==> config.mk <==
export PLATFORM = sky130hd
export DESIGN_NAME = machine_timer
export DESIGN_NICKNAME = d
export VERILOG_FILES = /design/src/rtl/machine_timer.sv
export SDC_FILE = /design/constraint.sdc
export NUM_CORES = 1
export LEC_CHECK = 0
export BUFFER_PORTS_ARGS = -buffer_cell sky130_fd_sc_hd__buf_2
export CORE_MARGIN = 2
export CORE_UTILIZATION = 35
export DETAILED_ROUTE_END_ITERATION = 10
export PLACE_DENSITY_LB_ADDON = 0.3
export SYNTH_ARGS = -nofsm -noshare
export SYNTH_HDL_FRONTEND = slang
export SYNTH_SLANG_ARGS = --single-unit
==> constraint.sdc <==
create_clock -name clk -period 5.1 [get_ports clk]
set_clock_uncertainty 0.2 [all_clocks]
set_input_delay 0.765 -clock clk [delete_from_list [all_inputs] [get_ports clk]]
set_output_delay 0.765 -clock clk [all_outputs]
set_load 0.005 [all_outputs]
==> src/rtl/machine_timer.sv <==
// RISC-V machine timer: 64-bit mtime/mtimecmp behind a 32-bit request/response port,
// raising a level timer_timeout. Optional prescaler enabled by MACHINE_TIMER_PRESCALER_EN.
module machine_timer #(
  parameter logic [31:0] BASE_ADDR = 32'h0200_0000,
  parameter logic [63:0] CMP_RESET = 64'hFFFF_FFFF_FFFF_FFFF
) (
  input  logic        clk,
  input  logic        reset_n,
  input  logic        req_valid,
  input  logic        req_write,
  input  logic [31:0] req_addr,
  input  logic [31:0] req_wdata,
  output logic        rsp_valid,
  output logic [31:0] rsp_rdata,
  output logic        timer_timeout
);

  typedef enum logic [2:0] {
    REG_MTIME_LO    = 3'd0,
    REG_MTIME_HI    = 3'd1,
    REG_MTIMECMP_LO = 3'd2,
    REG_MTIMECMP_HI = 3'd3,
    REG_CTRL        = 3'd4,
    REG_STATUS      = 3'd5,
    REG_UNMAPPED_6  = 3'd6,
    REG_UNMAPPED_7  = 3'd7
  } reg_sel_e;

  typedef enum logic {
    DISARMED = 1'b0,
    ARMED    = 1'b1
  } arm_state_e;

  reg_sel_e   reg_sel;
  arm_state_e arm_state, arm_next;

  logic [63:0] mtime;
  logic [63:0] mtimecmp;
  logic [31:0] mtime_hi_shadow;
  logic        enable;
  logic        tick;
  logic        lo_carry;
  logic        hit;
  logic        addr_hit;
  logic        wr_en;
  logic        rd_en;
  logic        wr_mtime_lo;
  logic        wr_mtime_hi;
  logic        wr_cmp_lo;
  logic        wr_cmp_hi;
  logic        wr_ctrl;
  logic        rd_mtime_lo;
  logic [31:0] rdata_next;
  logic        unused_addr_bits;

  // Byte-lane bits carry no meaning on this word-only port.
  assign unused_addr_bits = ^req_addr[1:0];

  // ---------------------------------------------------------------------------
  // Request decode: every request gets a response; only in-window ones act.
  // ---------------------------------------------------------------------------
  assign reg_sel     = reg_sel_e'(req_addr[4:2]);
  assign addr_hit    = (req_addr[31:5] == BASE_ADDR[31:5]);
  assign wr_en       = req_valid && addr_hit && req_write;
  assign rd_en       = req_valid && addr_hit && !req_write;
  assign wr_mtime_lo = wr_en && (reg_sel == REG_MTIME_LO);
  assign wr_mtime_hi = wr_en && (reg_sel == REG_MTIME_HI);
  assign wr_cmp_lo   = wr_en && (reg_sel == REG_MTIMECMP_LO);
  assign wr_cmp_hi   = wr_en && (reg_sel == REG_MTIMECMP_HI);
  assign wr_ctrl     = wr_en && (reg_sel == REG_CTRL);
  assign rd_mtime_lo = rd_en && (reg_sel == REG_MTIME_LO);

  // ---------------------------------------------------------------------------
  // Control register and tick generation
  // ---------------------------------------------------------------------------
`ifdef MACHINE_TIMER_PRESCALER_EN
  logic [7:0] prescale;
  logic [7:0] psc_cnt;

  assign tick = enable && (psc_cnt == prescale);

  always_ff @(posedge clk or negedge reset_n) begin
    if (!reset_n) begin
      enable   <= 1'b0;
      prescale <= 8'd0;
    end else if (wr_ctrl) begin
      enable   <= req_wdata[0];
      prescale <= req_wdata[15:8];
    end
  end

  // A CTRL write restarts the divider so a new ratio takes effect cleanly.
  always_ff @(posedge clk or negedge reset_n) begin
    if (!reset_n) begin
      psc_cnt <= 8'd0;
    end else if (wr_ctrl) begin
      psc_cnt <= 8'd0;
    end else if (enable) begin
      psc_cnt <= tick ? 8'd0 : psc_cnt + 8'd1;
    end
  end
`else
  assign tick = enable;

  // NOTE: state registers use non-blocking assignments so every flop samples
  // the pre-edge values regardless of block evaluation order.
  always_ff @(posedge clk or negedge reset_n) begin
    if (!reset_n) begin
      enable <= 1'b0;
    end else if (wr_ctrl) begin
      enable <= req_wdata[0];
    end
  end
`endif

  // ---------------------------------------------------------------------------
  // mtime: a software write to a half overrides that half's increment only.
  // ---------------------------------------------------------------------------
  assign lo_carry = tick && (&mtime[31:0]);

  always_ff @(posedge clk or negedge reset_n) begin
    if (!reset_n) begin
      mtime <= 64'd0;
    end else begin
      if (wr_mtime_lo) begin
        mtime[31:0] <= req_wdata;
      end else if (tick) begin
        mtime[31:0] <= mtime[31:0] + 32'd1;
      end
      if (wr_mtime_hi) begin
        mtime[63:32] <= req_wdata;
      end else if (lo_carry) begin
        mtime[63:32] <= mtime[63:32] + 32'd1;
      end
    end
  end

  // Snapshot of the upper half taken with each LO read for coherent 64-bit reads.
  always_ff @(posedge clk or negedge reset_n) begin
    if (!reset_n) begin
      mtime_hi_shadow <= 32'd0;
    end else if (rd_mtime_lo) begin
      mtime_hi_shadow <= mtime[63:32];
    end
  end

  always_ff @(posedge clk or negedge reset_n) begin
    if (!reset_n) begin
      mtimecmp <= CMP_RESET;
    end else begin
      if (wr_cmp_lo) mtimecmp[31:0]  <= req_wdata;
      if (wr_cmp_hi) mtimecmp[63:32] <= req_wdata;
    end
  end

  // ---------------------------------------------------------------------------
  // Arm FSM: LO write disarms, HI write arms, so a half-updated compare
  // value can never raise the interrupt.
  // ---------------------------------------------------------------------------
  always_ff @(posedge clk or negedge reset_n) begin
    if (!reset_n) arm_state <= DISARMED;
    else          arm_state <= arm_next;
  end

  // NOTE: every signal assigned in a combinational block gets a default first,
  // so no path leaves it unassigned and no latch is inferred.
  always_comb begin
    arm_next = arm_state;
    if (wr_cmp_lo)      arm_next = DISARMED;
    else if (wr_cmp_hi) arm_next = ARMED;
  end

  assign hit = (arm_state == ARMED) && (mtime >= mtimecmp);

  always_ff @(posedge clk or negedge reset_n) begin
    if (!reset_n) timer_timeout <= 1'b0;
    else          timer_timeout <= hit;
  end

  // ---------------------------------------------------------------------------
  // Read path: data reflects pre-edge state; writes and unmapped return 0.
  // ---------------------------------------------------------------------------
  always_comb begin
    rdata_next = 32'd0;
    if (rd_en) begin
      unique case (reg_sel)
        REG_MTIME_LO:    rdata_next = mtime[31:0];
        REG_MTIME_HI:    rdata_next = mtime_hi_shadow;
        REG_MTIMECMP_LO: rdata_next = mtimecmp[31:0];
        REG_MTIMECMP_HI: rdata_next = mtimecmp[63:32];
`ifdef MACHINE_TIMER_PRESCALER_EN
        REG_CTRL:        rdata_next = {16'd0, prescale, 7'd0, enable};
`else
        REG_CTRL:        rdata_next = {31'd0, enable};
`endif
        REG_STATUS:      rdata_next = {30'd0, (arm_state == ARMED), timer_timeout};
        REG_UNMAPPED_6,
        REG_UNMAPPED_7:  rdata_next = 32'd0;
      endcase
    end
  end

  always_ff @(posedge clk or negedge reset_n) begin
    if (!reset_n) begin
      rsp_valid <= 1'b0;
      rsp_rdata <= 32'd0;
    end else begin
      rsp_valid <= req_valid;
      rsp_rdata <= rdata_next;
    end
  end

endmodule

# == Yosys cells after proc, flatten, opt, wreduce, memory -nomap -nowiden ==
# Cells that the tools add are included.
# op_classes
n_reduce_logical,18
n_mux,8
addsub,2
n_eq_ne,8
magnitude_cmp,1
# ops
operator,n
$pmux W32 S7,1
$mux W32,5
$add A32 B1 Y32 const B,2
$ge A64 B64 Y1,1
$reduce_and A32 Y1,1
$eq A27 B21 Y1 const B,1
$eq A3 B3 Y1 const B,4
$logic_and A1 B1 Y1,11
$eq A3 B2 Y1 const B,2
$reduce_bool A2 Y1,3
$eq A3 B1 Y1 const B,1
$logic_not A3 Y1,1
$mux W1,2
$reduce_or A2 Y1,1
$logic_not A1 Y1,1
# word_totals
reg_bits,196

# == Longest topological paths before layout ==
# Gate-level depths: netlist of run 1.
# depth
ltp_word,6
mapped_depth,9

# == Worst setup path before layout of run 1 ==
# No wires, ideal clock.
# synth_timing
path_kind,in2reg
startpoint,input port req_addr[15]
endpoint,register mtime_hi_shadow[10]
t_arrival_ns,2.202
path_buffers,1
path_slack_ns,2.573
setup_ns,0.125
stages,6
cell_sequence,nor4b_1 > and4_1 > nand2_1 > nor3_2 > buf_2 > mux2_2
# synth_between
elab_chain_cells,4
# synth_rtl
item,line_no,rtl
"start, declared",11,"input logic [31:0] req_addr,"
$eq A27 B21 Y1,63,assign addr_hit = (req_addr[31:5] == BASE_ADDR[31:5]);
$logic_and A1 B1 Y1 (2 in a row),65,assign rd_en = req_valid && addr_hit && !req_write;
$logic_and A1 B1 Y1,71,assign rd_mtime_lo = rd_en && (reg_sel == REG_MTIME_LO);
"end signal, assigned",143,mtime_hi_shadow <= mtime[63:32];
"end, declared",39,logic [31:0] mtime_hi_shadow;
# Every way passes these cells.
# A chain may end at the register's enable or synchronous reset.

# == Worst setup path in the final report of run 1 ==
# layout_timing
startpoint,register mtime[6]
endpoint,register mtime[63]
# layout_between
elab_chain_cells,3
# layout_rtl
item,line_no,rtl
"start, declared",37,logic [63:0] mtime;
"start signal, assigned",126,mtime[31:0] <= req_wdata;
"start signal, assigned",128,mtime[31:0] <= mtime[31:0] + 32'd1;
$reduce_and A32 Y1,119,assign lo_carry = tick && (&mtime[31:0]);
$logic_and A1 B1 Y1,119,
$reduce_bool A2 Y1 (no line),--,
# Every way passes these cells.

==> impl_metrics.py, run 1 <==
metrics = {
    "pwr": {
        "power_density_mw_per_mm2": 251.0,
        "switchingPower_w": 0.0007462,
        "combPwrFrac_pct": 4.3,
        "switching_share_pct": 24.09,
        "clkPwrFrac_pct": 45.5,
        "power_frac_seq_pct": 50.2,
        "p_total_w": 0.003098,
        "internal-power_w": 0.002352,
        "p_leak_nw": 5.487,
        "ir_drop_uv": 237.3,
    },
    "timing": {
        "max_freq_mhz": 316.0,
        "rsz0062_at_grt": "no",
        "slew_viol_final": 0,
        "setup_viol_count_final": 0,
        "worst_slew_pin_slew_ns": 1.005,
        "tns_ns": 0,
        "maxSlewHeadroom_pct": 32.99,
        "fin_crit_sh_pct": 62.05,
        "period_minus_slack_ns": 3.165,
        "hold_viol_final": 0,
    },
    "clocking": {
        "post_cts_buffers": 0,
        "h-tree-depth": 4,
        "clockRootBuffer": "clkbuf_16",
        "clock_latency_ns": 0.44,
        "cts_buffer_depth": 2,
        "post_cts_resize_count": 0,
        "clk_pin_slew_ns": 0.07,
        "cts_buffers": 17,
        "clock_sinks": 196,
        "postCtsHoldBufs": 0,
        "cts_tree": "yes",
    },
    "status": {
        "status": "finished, final reports clean",
    },
    "global_route": {
        "grt_util_met3_pct": 3.517,
        "busiest_layer": "met2",
        "antenna_found_initial": 0,
        "use_met2_pct": 28.03,
        "use_met1_pct": 25.48,
        "grt_max_degree": 112,
        "grt_usage_pct": 17.89,
        "grt_first_pass_wirelength_mm": 46.38,
        "grt_overflow_total": 0,
        "grt_pass1_vias": 8215,
    },
    "routing": {
        "antenna_left": 0,
        "drc": 0,
        "routedWlPerCell_um": 18.39,
        "first_pass_iters": 8,
        "vias": 8218,
        "vias_per_cell": 5.285,
        "drtIter0Drc": 578,
        "wl_mm": 28.60,
    },
    "die": {
        "die_w_um": 180.2,
        "initial_core_util_pct": 35.51,
        "coreArea_mm2": 0.03059,
        "ioPinCount": 102,
        "die-area_mm2": 0.03246,
        "floorplan.rows": 64,
        "die_height_um": 180.2,
    },
    "critical_path": {
        "cp_max_fo": 31,
        "r2r_slack_ns": 1.94,
        "rr_endpoint": "mtime[63]",
        "cp-end-kind": "flop",
        "crit-reg2reg-launch": "mtime[6]",
        "ff2ff_path_depth": 6,
        "worstPathArrival_ns": 3.34,
        "worstPathRequired_ns": 5.27,
        "critical_path_class": "flop to flop",
        "startpoint_type": "flop",
    },
    "job": {
        "cap_violations": 0,
    },
    "synthesis": {
        "synthXorXnorAreaFrac_pct": 4.919,
        "synth-simple-area-share_pct": 14.74,
        "synth.top_cell.area_share_pct": 30.41,
        "synth_edf_count": 0,
        "yosys-top-cells-area": "dfrtp_1 (30%), dfstp_2 (15%), ha_1 (7.6%)",
        "synth_compound_area_share_pct": 11.74,
        "synth_warnings": 0,
        "synthCells": 1071,
        "netlist_area_mm2": 0.01086,
        "synth_fp_nets": 1205,
        "ys_ff_latch": 196,
        "synthArstFlopShare_pct": 100.0,
        "yosys_most_used_dff": "dfrtp_1",
        "synth.area.mux_share_pct": 9.987,
        "synth_area_leader_cell": "dfrtp_1",
        "avgSynthCellArea_um2": 10.14,
        "synthDistinctLibCells": 58,
        "synth_top_family_by_area": "simple AND/OR/NAND/NOR gates",
        "seq_area_frac_synth_pct": 45.89,
        "synth_fa_ha_area_share_pct": 7.603,
    },
    "finish": {
        "final_nets": 1280,
        "n_antenna_cell": 0,
        "multiInputGateArea_mm2": 0.005353,
        "fillers": 2993,
        "seqCellArea_mm2": 0.004985,
        "syn2layout_area_growth_pct": 13.63,
        "drive_above_1_share_pct": 25.28,
    },
    "place": {
        "port_buffers": 99,
        "gp_congestion": 0.7991,
        "dpl.hpwl_mm": 19.42,
    },
    "hold_path": {
        "hold_path_class": "primary input to async pin",
    },
}
-- cells in the final DEF (no fill, tap or decap), types with 20 or more instances in the layout --
cell type  count
o22ai_1       29
o21ai_0       83
nor4_1        33
mux2_2        66
dfrtp_1      132
mux2i_1       33
ha_1          66
nand4_1       23
xor2_1        24
nand2_1      133
a211oi_1      33
a21oi_1       30
inv_1         78
o21ai_1       20
xnor2_1       37
nand3_1       28
buf_2         98
dfstp_2       64
-- registers in the layout (all words and copies together) (netlist names) --
name and flops:
rsp_valid 1, mtime_hi_shadow 32, arm_state 1, rsp_rdata 32, enable 1, timer_timeout 1
mtimecmp 64, mtime 64
-- stage by stage --
stage	util [%]	setup slack (ns)	hold slack [ns]	instance area, µm²	instances
after floorplan	-	2.573	0.2589	10860	1071
after global placement	38.35	1.621	0.2800	11730	1523
after detailed placement	38.35	1.604	0.2859	11730	1523
after CTS	40.35	1.954	0.2447	12340	1555
after global routing	40.35	1.771	0.2444	12340	1555
final	40.35	1.935	0.2506	12340	1555
-- cells in the mapped netlist, types with 12 or more instances --
library cell	count
nand2_1	133
dfrtp_1	132
o21ai_0	83
inv_1	78
ha_1	66
mux2_2	66
dfstp_2	64
xnor2_1	37
clkbuf_1	35
a211oi_1	33
mux2i_1	33
nor4_1	33
a21oi_1	30
nand3_1	29
o22ai_1	29
xor2_1	24
nand4_1	23
o21ai_1	20
and3_1	14
nor2_1	14
buf_2	12
-- per-layer routing --
metal  share of wire [%]  vias to the layer above  routed length, µm
met3                 4.8                       24               1373
li1                    -                     3970                  -
met5                   0                        -                  0
met4                 1.3                        0                378
met1                  49                     4033              14050
met2                  45                      191              12800
-- worst max path at each step --
| stage | cells after the start | slack, ns | from | to |
|---|---|---|---|---|
| 2_1_floorplan | 6 | 2.57 | req_addr[15] | mtime_hi_shadow[10] |
| 3_3_place_gp | 8 | 1.62 | req_addr[14] | mtimecmp[51] |
| 3_5_place_dp | 8 | 1.60 | req_addr[14] | mtimecmp[58] |
| 4_1_cts | 6 | 1.95 | mtime[6] | mtime[63] |
| 5_1_grt | 6 | 1.77 | mtime[6] | mtime[43] |
| 6_report | 6 | 1.94 | mtime[6] | mtime[63] |
-- worst max-delay path, cell delays in order, from the launching register on --
cell	delay, ns
dfrtp_1	0.48
and3_1	0.36
and4_1	0.30
nand4_2	0.77
nor4_1	0.56
mux2_2	0.38
nand2_1	0.06
-- kinds of logic (layout without fill, tap and decap cells) --
family / count (synthesis) / after routing
mux: 100 / 100
xor+xnor: 61 / 61
simple gates: 298 / 298
flops: 196 / 196
compound gates: 217 / 217
buf+inv: 133 / 221
fa+ha+maj: 66 / 66
-- cell type report --
class | count | share of cell area [%]
flip-flops and latches | 196 | 40.39
clock inverters | 14 | 1.379
multi-input cells | 742 | 43.37
inverters | 78 | 2.372
well taps | 396 | 4.015
repair buffers | 111 | 4.917
clock buffers | 18 | 3.558
-- power groups by stage --
stage / Combinational, W / Clock (W) / Sequential (W)
after floorplan: 0.0000423 / 0 / 0.00159
after global placement: 0.000133 / 0 / 0.00158
after detailed placement: 0.000134 / 0 / 0.00158
after CTS: 0.000134 / 0.00144 / 0.00156
after global routing: 0.000146 / 0.00150 / 0.00156
final: 0.000132 / 0.00141 / 0.00156
No activity file was read; power rests on OpenSTA's default activity.
==> run 2, diff against run 1 <==
==> constraint.sdc (replaced) <==
create_clock -name clk -period 3.27 [get_ports clk]
set_clock_uncertainty 0.2 [all_clocks]
set_input_delay 0.4905 -clock clk [delete_from_list [all_inputs] [get_ports clk]]
set_output_delay 0.4905 -clock clk [all_outputs]
set_load 0.005 [all_outputs]
==> run 2 against run 1 <==
Effect of this change: total power grew 51%; critical path depth grew 2; sequential cell count stayed put; sequential power up 56%; largest cell class unchanged.
==> impl_metrics.py, run 2 (synthesized netlist as in run 1, its figures left out) <==
metrics = {
    "status": {
        "status": "finished, final reports clean",
    },
    "clocking": {
        "h-tree-depth": 4,
        "cts_tree": "yes",
        "cts_buffers": 17,
        "post_cts_buffers": 0,
        "clk_pin_slew_ns": 0.08,
        "cts_buffer_depth": 2,
        "clock_sinks": 196,
        "clock_latency_ns": 0.45,
        "clockRootBuffer": "clkbuf_16",
    },
    "global_route": {
        "grt_max_degree": 78,
        "grt_first_pass_wirelength_mm": 47.15,
        "use_met1_pct": 26.00,
        "grt_util_met3_pct": 3.011,
        "grt_pass1_vias": 8287,
        "antenna_found_initial": 1,
        "grt_overflow_total": 0,
        "grt_usage_pct": 18.25,
        "busiest_layer": "met2",
        "use_met2_pct": 29.08,
    },
    "die": {
        "coreArea_mm2": 0.03059,
        "ioPinCount": 102,
        "die-area_mm2": 0.03246,
        "die_w_um": 180.2,
        "floorplan.rows": 64,
        "initial_core_util_pct": 35.51,
        "die_height_um": 180.2,
    },
    "hold_path": {
        "hold_start": "req_wdata[11]",
        "hold_depth": 3,
        "hold_path_class": "primary input to flop",
        "holdPathEnd": "mtimecmp[11]",
    },
    "finish": {
        "instances_no_fill": 1575,
        "final_common_cell": "nand2_1",
        "seqCellArea_mm2": 0.004985,
        "drive_above_1_share_pct": 26.15,
        "syn2layout_area_growth_pct": 14.66,
        "final_nets": 1299,
        "fillers": 3042,
        "reg.largest.list": "mtime: 64 flops, mtimecmp: 64 flops",
        "multiInputGateArea_mm2": 0.005353,
        "mostFrequentLayoutCells": "nand2_1 (133), dfrtp_1 (132), buf_2 (98)",
    },
    "timing": {
        "whs_ns": 0.1003,
        "hold_viol_final": 0,
        "tns_ns": 0,
        "period_minus_slack_ns": 2.825,
        "max_freq_mhz": 354.0,
        "worst_slew_pin_slew_ns": 0.6752,
        "fin_crit_sh_pct": 86.39,
        "setup_viol_count_final": 0,
        "slew_viol_final": 0,
        "maxSlewHeadroom_pct": 54.61,
        "rsz0062_at_grt": "no",
        "setup_ws_ns": 0.4451,
    },
    "critical_path": {
        "cp_max_fo": 2,
        "crit-reg2reg-launch": "mtimecmp[17]",
        "critical_path_class": "flop to flop",
        "slowest_delay_ns": 0.53,
        "r2r_slack_ns": 0.45,
        "rr_endpoint": "timer_timeout",
        "slowest_stage": "dfstp_2",
        "startpoint_type": "flop",
        "worstPathArrival_ns": 2.94,
        "worstPathRequired_ns": 3.39,
        "crit_chain": "inv_1 > ha_1 > a21o_1 > a211oi_1 > o32ai_1 > o21ai_0 > a21oi_1 > o41a_1",
        "ff2ff_path_depth": 8,
        "cp-end-kind": "flop",
    },
    "routing": {
        "wl_mm": 28.86,
        "routedWlPerCell_um": 18.32,
        "drtIter0Drc": 558,
        "first_pass_iters": 5,
        "vias_per_cell": 5.223,
        "vias": 8226,
        "antenna_left": 0,
        "drc": 0,
    },
    "place": {
        "port_buffers": 99,
        "numPlacedInstances": 1540,
        "gp_congestion": 0.8358,
        "pre_cts_ws_ns": 0.4912,
        "dpl.hpwl_mm": 20.67,
    },
    "pwr": {
        "p_leak_nw": 5.552,
        "ir_drop_uv": 361.0,
        "power_density_mw_per_mm2": 374.5,
    },
    "job": {
        "cap_violations": 0,
    },
}
## run 2: where the power goes
group | internal [W] | switching, W
registers | 0.00243 | 0.000000100
clock network | 0.00100 | 0.00102
logic | 0.0000695 | 0.000146
total | 0.00350 | 0.00116
## run 2: final cells by class
cell class                      instances  share of cell area [%]
Clock buffer                           19                   3.476
Inverter                               78                   2.351
Timing Repair Buffer                  130                   6.259
Clock inverter                         13                  0.9142
Multi-Input combinational cell        742                   42.98
Antenna cell                            1                 0.02009
Tap cell                              396                   3.978
Sequential cell                       196                   40.02
## run 2: critical path: cells and delay by family, from the launching register on
family	cells	cell delay, ns
flip-flops	1	0.53
adder cells (fa/ha/maj)	1	0.28
AO/OA/AOI/OAI	6	1.66
buffers and inverters	1	0.04
## run 2: worst max path at each step
stage	startpoint	to	slack, ns	cells past startpoint
global placement	mtimecmp[17]	timer_timeout	0.48	8
detailed placement	req_addr[14]	mtimecmp[49]	0.49	8
CTS	mtimecmp[17]	timer_timeout	0.47	8
floorplan	mtimecmp[0]	timer_timeout	0.98	7
global route	mtime[11]	mtime[41]	0.30	7
finish	mtimecmp[17]	timer_timeout	0.45	8
## run 2: routing by layer
| layer | routed length [µm] | vias to the layer above |
|---|---|---|
| met2 | 13440 | 169 |
| met3 | 1146 | 19 |
| met4 | 255 | 0 |
| met5 | 0 | - |
| li1 | - | 4013 |
| met1 | 14020 | 4025 |
## run 2: repair_timing
item	CTS	global route
resized for setup	0	0
hold buffers	2	0
hold endpoints to repair	51	0
## run 2: metrics by stage
step	total power, W	util [%]	instance area (µm²)
finish	0.004665	40.72	12450
global route	0.004836	40.72	12450
CTS	0.004724	40.71	12450
detailed placement	0.002690	38.85	11890
global placement	0.002687	38.85	11890
floorplan	0.002538	-	10860
==> run 3, diff against run 2 <==
--- a/config.mk
+++ b/config.mk
@@ -5,10 +5,10 @@
 export SDC_FILE = /design/constraint.sdc
 export NUM_CORES = 1
 export LEC_CHECK = 0
-export BUFFER_PORTS_ARGS = -buffer_cell sky130_fd_sc_hd__buf_2
 export CORE_MARGIN = 2
 export CORE_UTILIZATION = 35
 export DETAILED_ROUTE_END_ITERATION = 10
+export DONT_BUFFER_PORTS = 1
 export PLACE_DENSITY_LB_ADDON = 0.3
 export SYNTH_ARGS = -nofsm -noshare
 export SYNTH_HDL_FRONTEND = slang
==> run 3 against run 2 <==
Effect of this change: final cell count is 4.8% lower; first-iteration DRC count decreased by 13%; worst hold slack worse by 0.54 ns; fmax up 2.7%; register-to-register slack better by 0.07 ns; worst setup slack gained 0.073 ns; count of clock-buffer cells in the layout is 2 lower; the flow now finishes with violations (hold timing); sequential cell count stayed put; routed wire length decreased by 0.11%; sequential share of layout area increased by 0.55 points; global-route usage fell by 0.35 points; largest power group unchanged.
==> impl_metrics.py, run 3 (synthesized netlist as in run 1, its figures left out) <==
metrics = {
    "status": {
        "status": "finished with violations",
        "violations": "hold timing",
    },
    "global_route": {
        "grt_pass1_vias": 8044,
        "grt_first_pass_wirelength_mm": 45.71,
        "grt_usage_pct": 17.90,
        "grt_max_degree": 197,
        "grt_overflow_total": 0,
        "antenna_found_initial": 0,
    },
    "clocking": {
        "cts_buffer_depth": 2,
        "clock_sinks": 196,
        "post_cts_resize_count": 0,
        "clock_latency_ns": 0.45,
        "post_cts_buffers": 0,
        "cts_buffers": 17,
        "clk_pin_slew_ns": 0.08,
        "cts_tree": "yes",
        "clockRootBuffer": "clkbuf_16",
        "postCtsHoldBufs": 36,
        "h-tree-depth": 4,
    },
    "die": {
        "die-area_mm2": 0.03246,
        "die_w_um": 180.2,
        "ioPinCount": 102,
        "initial_core_util_pct": 35.51,
        "coreArea_mm2": 0.03059,
        "floorplan.rows": 64,
        "die_height_um": 180.2,
    },
    "finish": {
        "n_antenna_cell": 0,
        "final_cell_area_mm2": 0.01228,
        "reg.largest.list": "mtime: 64 flops, mtimecmp: 64 flops",
        "seqCellArea_mm2": 0.004985,
        "fillers": 3014,
        "syn2layout_area_growth_pct": 13.10,
        "final_common_cell": "nand2_1",
        "mostFrequentLayoutCells": "nand2_1 (133), dfrtp_1 (132), o21ai_0 (83)",
        "multiInputGateArea_mm2": 0.005353,
        "drive_above_1_share_pct": 18.39,
        "final_nets": 1225,
    },
    "routing": {
        "antenna_left": 0,
        "drtIter0Drc": 487,
        "first_pass_iters": 4,
        "drc": 0,
        "vias_per_cell": 5.337,
        "vias": 8006,
        "routedWlPerCell_um": 19.22,
        "wl_mm": 28.83,
    },
    "critical_path": {
        "worstPathRequired_ns": 3.39,
        "slowest_stage": "dfstp_2",
        "crit_buf_inv": 1,
        "startpoint_type": "flop",
        "cp-end-kind": "flop",
        "crit_chain": "inv_1 > ha_1 > a21o_1 > a211oi_1 > o32ai_1 > o21ai_0 > a21oi_1 > o41a_1",
        "critPathTopFamily": "compound AO/OA/AOI/OAI gates",
        "slowest_delay_ns": 0.53,
        "critical_path_class": "flop to flop",
        "worstPathArrival_ns": 2.87,
        "cp_max_fo": 2,
    },
    "pwr": {
        "switching_share_pct": 23.79,
        "ir_drop_uv": 355.8,
        "switchingPower_w": 0.001117,
        "clkPwrFrac_pct": 45.4,
        "internal-power_w": 0.003578,
        "combPwrFrac_pct": 2.9,
        "p_leak_nw": 5.244,
        "p_total_w": 0.004695,
        "power_density_mw_per_mm2": 382.2,
        "power_frac_seq_pct": 51.7,
    },
    "timing": {
        "tns_ns": 0,
        "rsz0062_at_grt": "no",
        "maxSlewHeadroom_pct": 42.95,
        "setup_viol_count_final": 0,
        "slew_viol_final": 0,
        "fin_crit_sh_pct": 84.16,
        "whs_ns": -0.4411,
        "period_minus_slack_ns": 2.752,
        "max_freq_mhz": 363.4,
        "hold_viol_final": 196,
        "worst_slew_pin_slew_ns": 0.8342,
    },
    "job": {
        "cap_violations": 0,
    },
    "hold_path": {
        "hold_path_class": "primary input to async pin",
    },
    "place": {
        "gp_congestion": 0.8099,
        "port_buffers": 0,
        "dpl.hpwl_mm": 20.01,
        "dpl_cell_area_mm2": 0.01133,
    },
}
[run 3: cell count changes in the layout (fill, tap and decap cells not counted)]
cell and change:
bufinv_16 +1, diode_2 -1, clkinv_4 +1, clkinv_8 +1
inv_8 +1, dlygate4sd3_1 +33, buf_4 -10, buf_12 +2
clkbuf_8 -1, buf_2 -98, clkbuf_1 -2, inv_6 -2
[run 3: power by group through the flow]
stage	Combinational [W]	Clock [W]	Sequential [W]
detailed placement	0.0000654	0	0.00247
global placement	0.0000648	0	0.00247
global route	0.000144	0.00228	0.00243
floorplan	0.0000660	0	0.00247
finish	0.000135	0.00213	0.00243
CTS	0.000134	0.00219	0.00243
[run 3: layout make-up]
cell class	count	share of cell area [%]
timing repair buffer	56	4.645
sequential	196	40.58
multi-input combinational	742	43.57
clock inverter	15	1.324
inverter	78	2.383
tap	396	4.033
clock buffer	17	3.463
[run 3: path summary, 6_finish.rpt]
kind / from / endpoint / slack (ns) / depth (start not counted)
max: mtimecmp[17] / timer_timeout / 0.52 / 8
min: reset_n / mtime[8] / -0.44 / 0
max reg2reg: mtimecmp[17] / timer_timeout / 0.52 / 8
min reg2reg: mtime_hi_shadow[13] / mtime_hi_shadow[13] / 0.30 / 1
max in group asynchronous: reset_n / mtimecmp[3] / 2.86 / 0
min in group clk: req_addr[2] / mtimecmp[1] / 0.06 / 3
[run 3: metrics by stage]
step                      utilization [%]  hold WS, ns  cells  setup slack, ns
after floorplan                         -    -0.005091   1071           0.9787
after global placement              37.03      0.01207   1432           0.4901
after detailed placement            37.03      0.01013   1432           0.4825
after CTS                           40.16      -0.4774   1500           0.5161
after global routing                40.16      -0.4703   1500           0.4217
final                               40.16      -0.4411   1500           0.5181
[run 3: routing by layer]
layer  global-route usage (%)  routed length [µm]
met1                    25.10               14000
met2                    28.06               13140
met3                    3.254                1110
met4                    5.613                 574
met5                        0                   0
[run 3: worst register-to-register path: stages, from the launching register on]
cell      delay, ns
dfstp_2        0.53
inv_1          0.05
ha_1           0.28
a21o_1         0.18
a211oi_1       0.35
o32ai_1        0.16
o21ai_0        0.33
a21oi_1        0.12
o41a_1         0.42
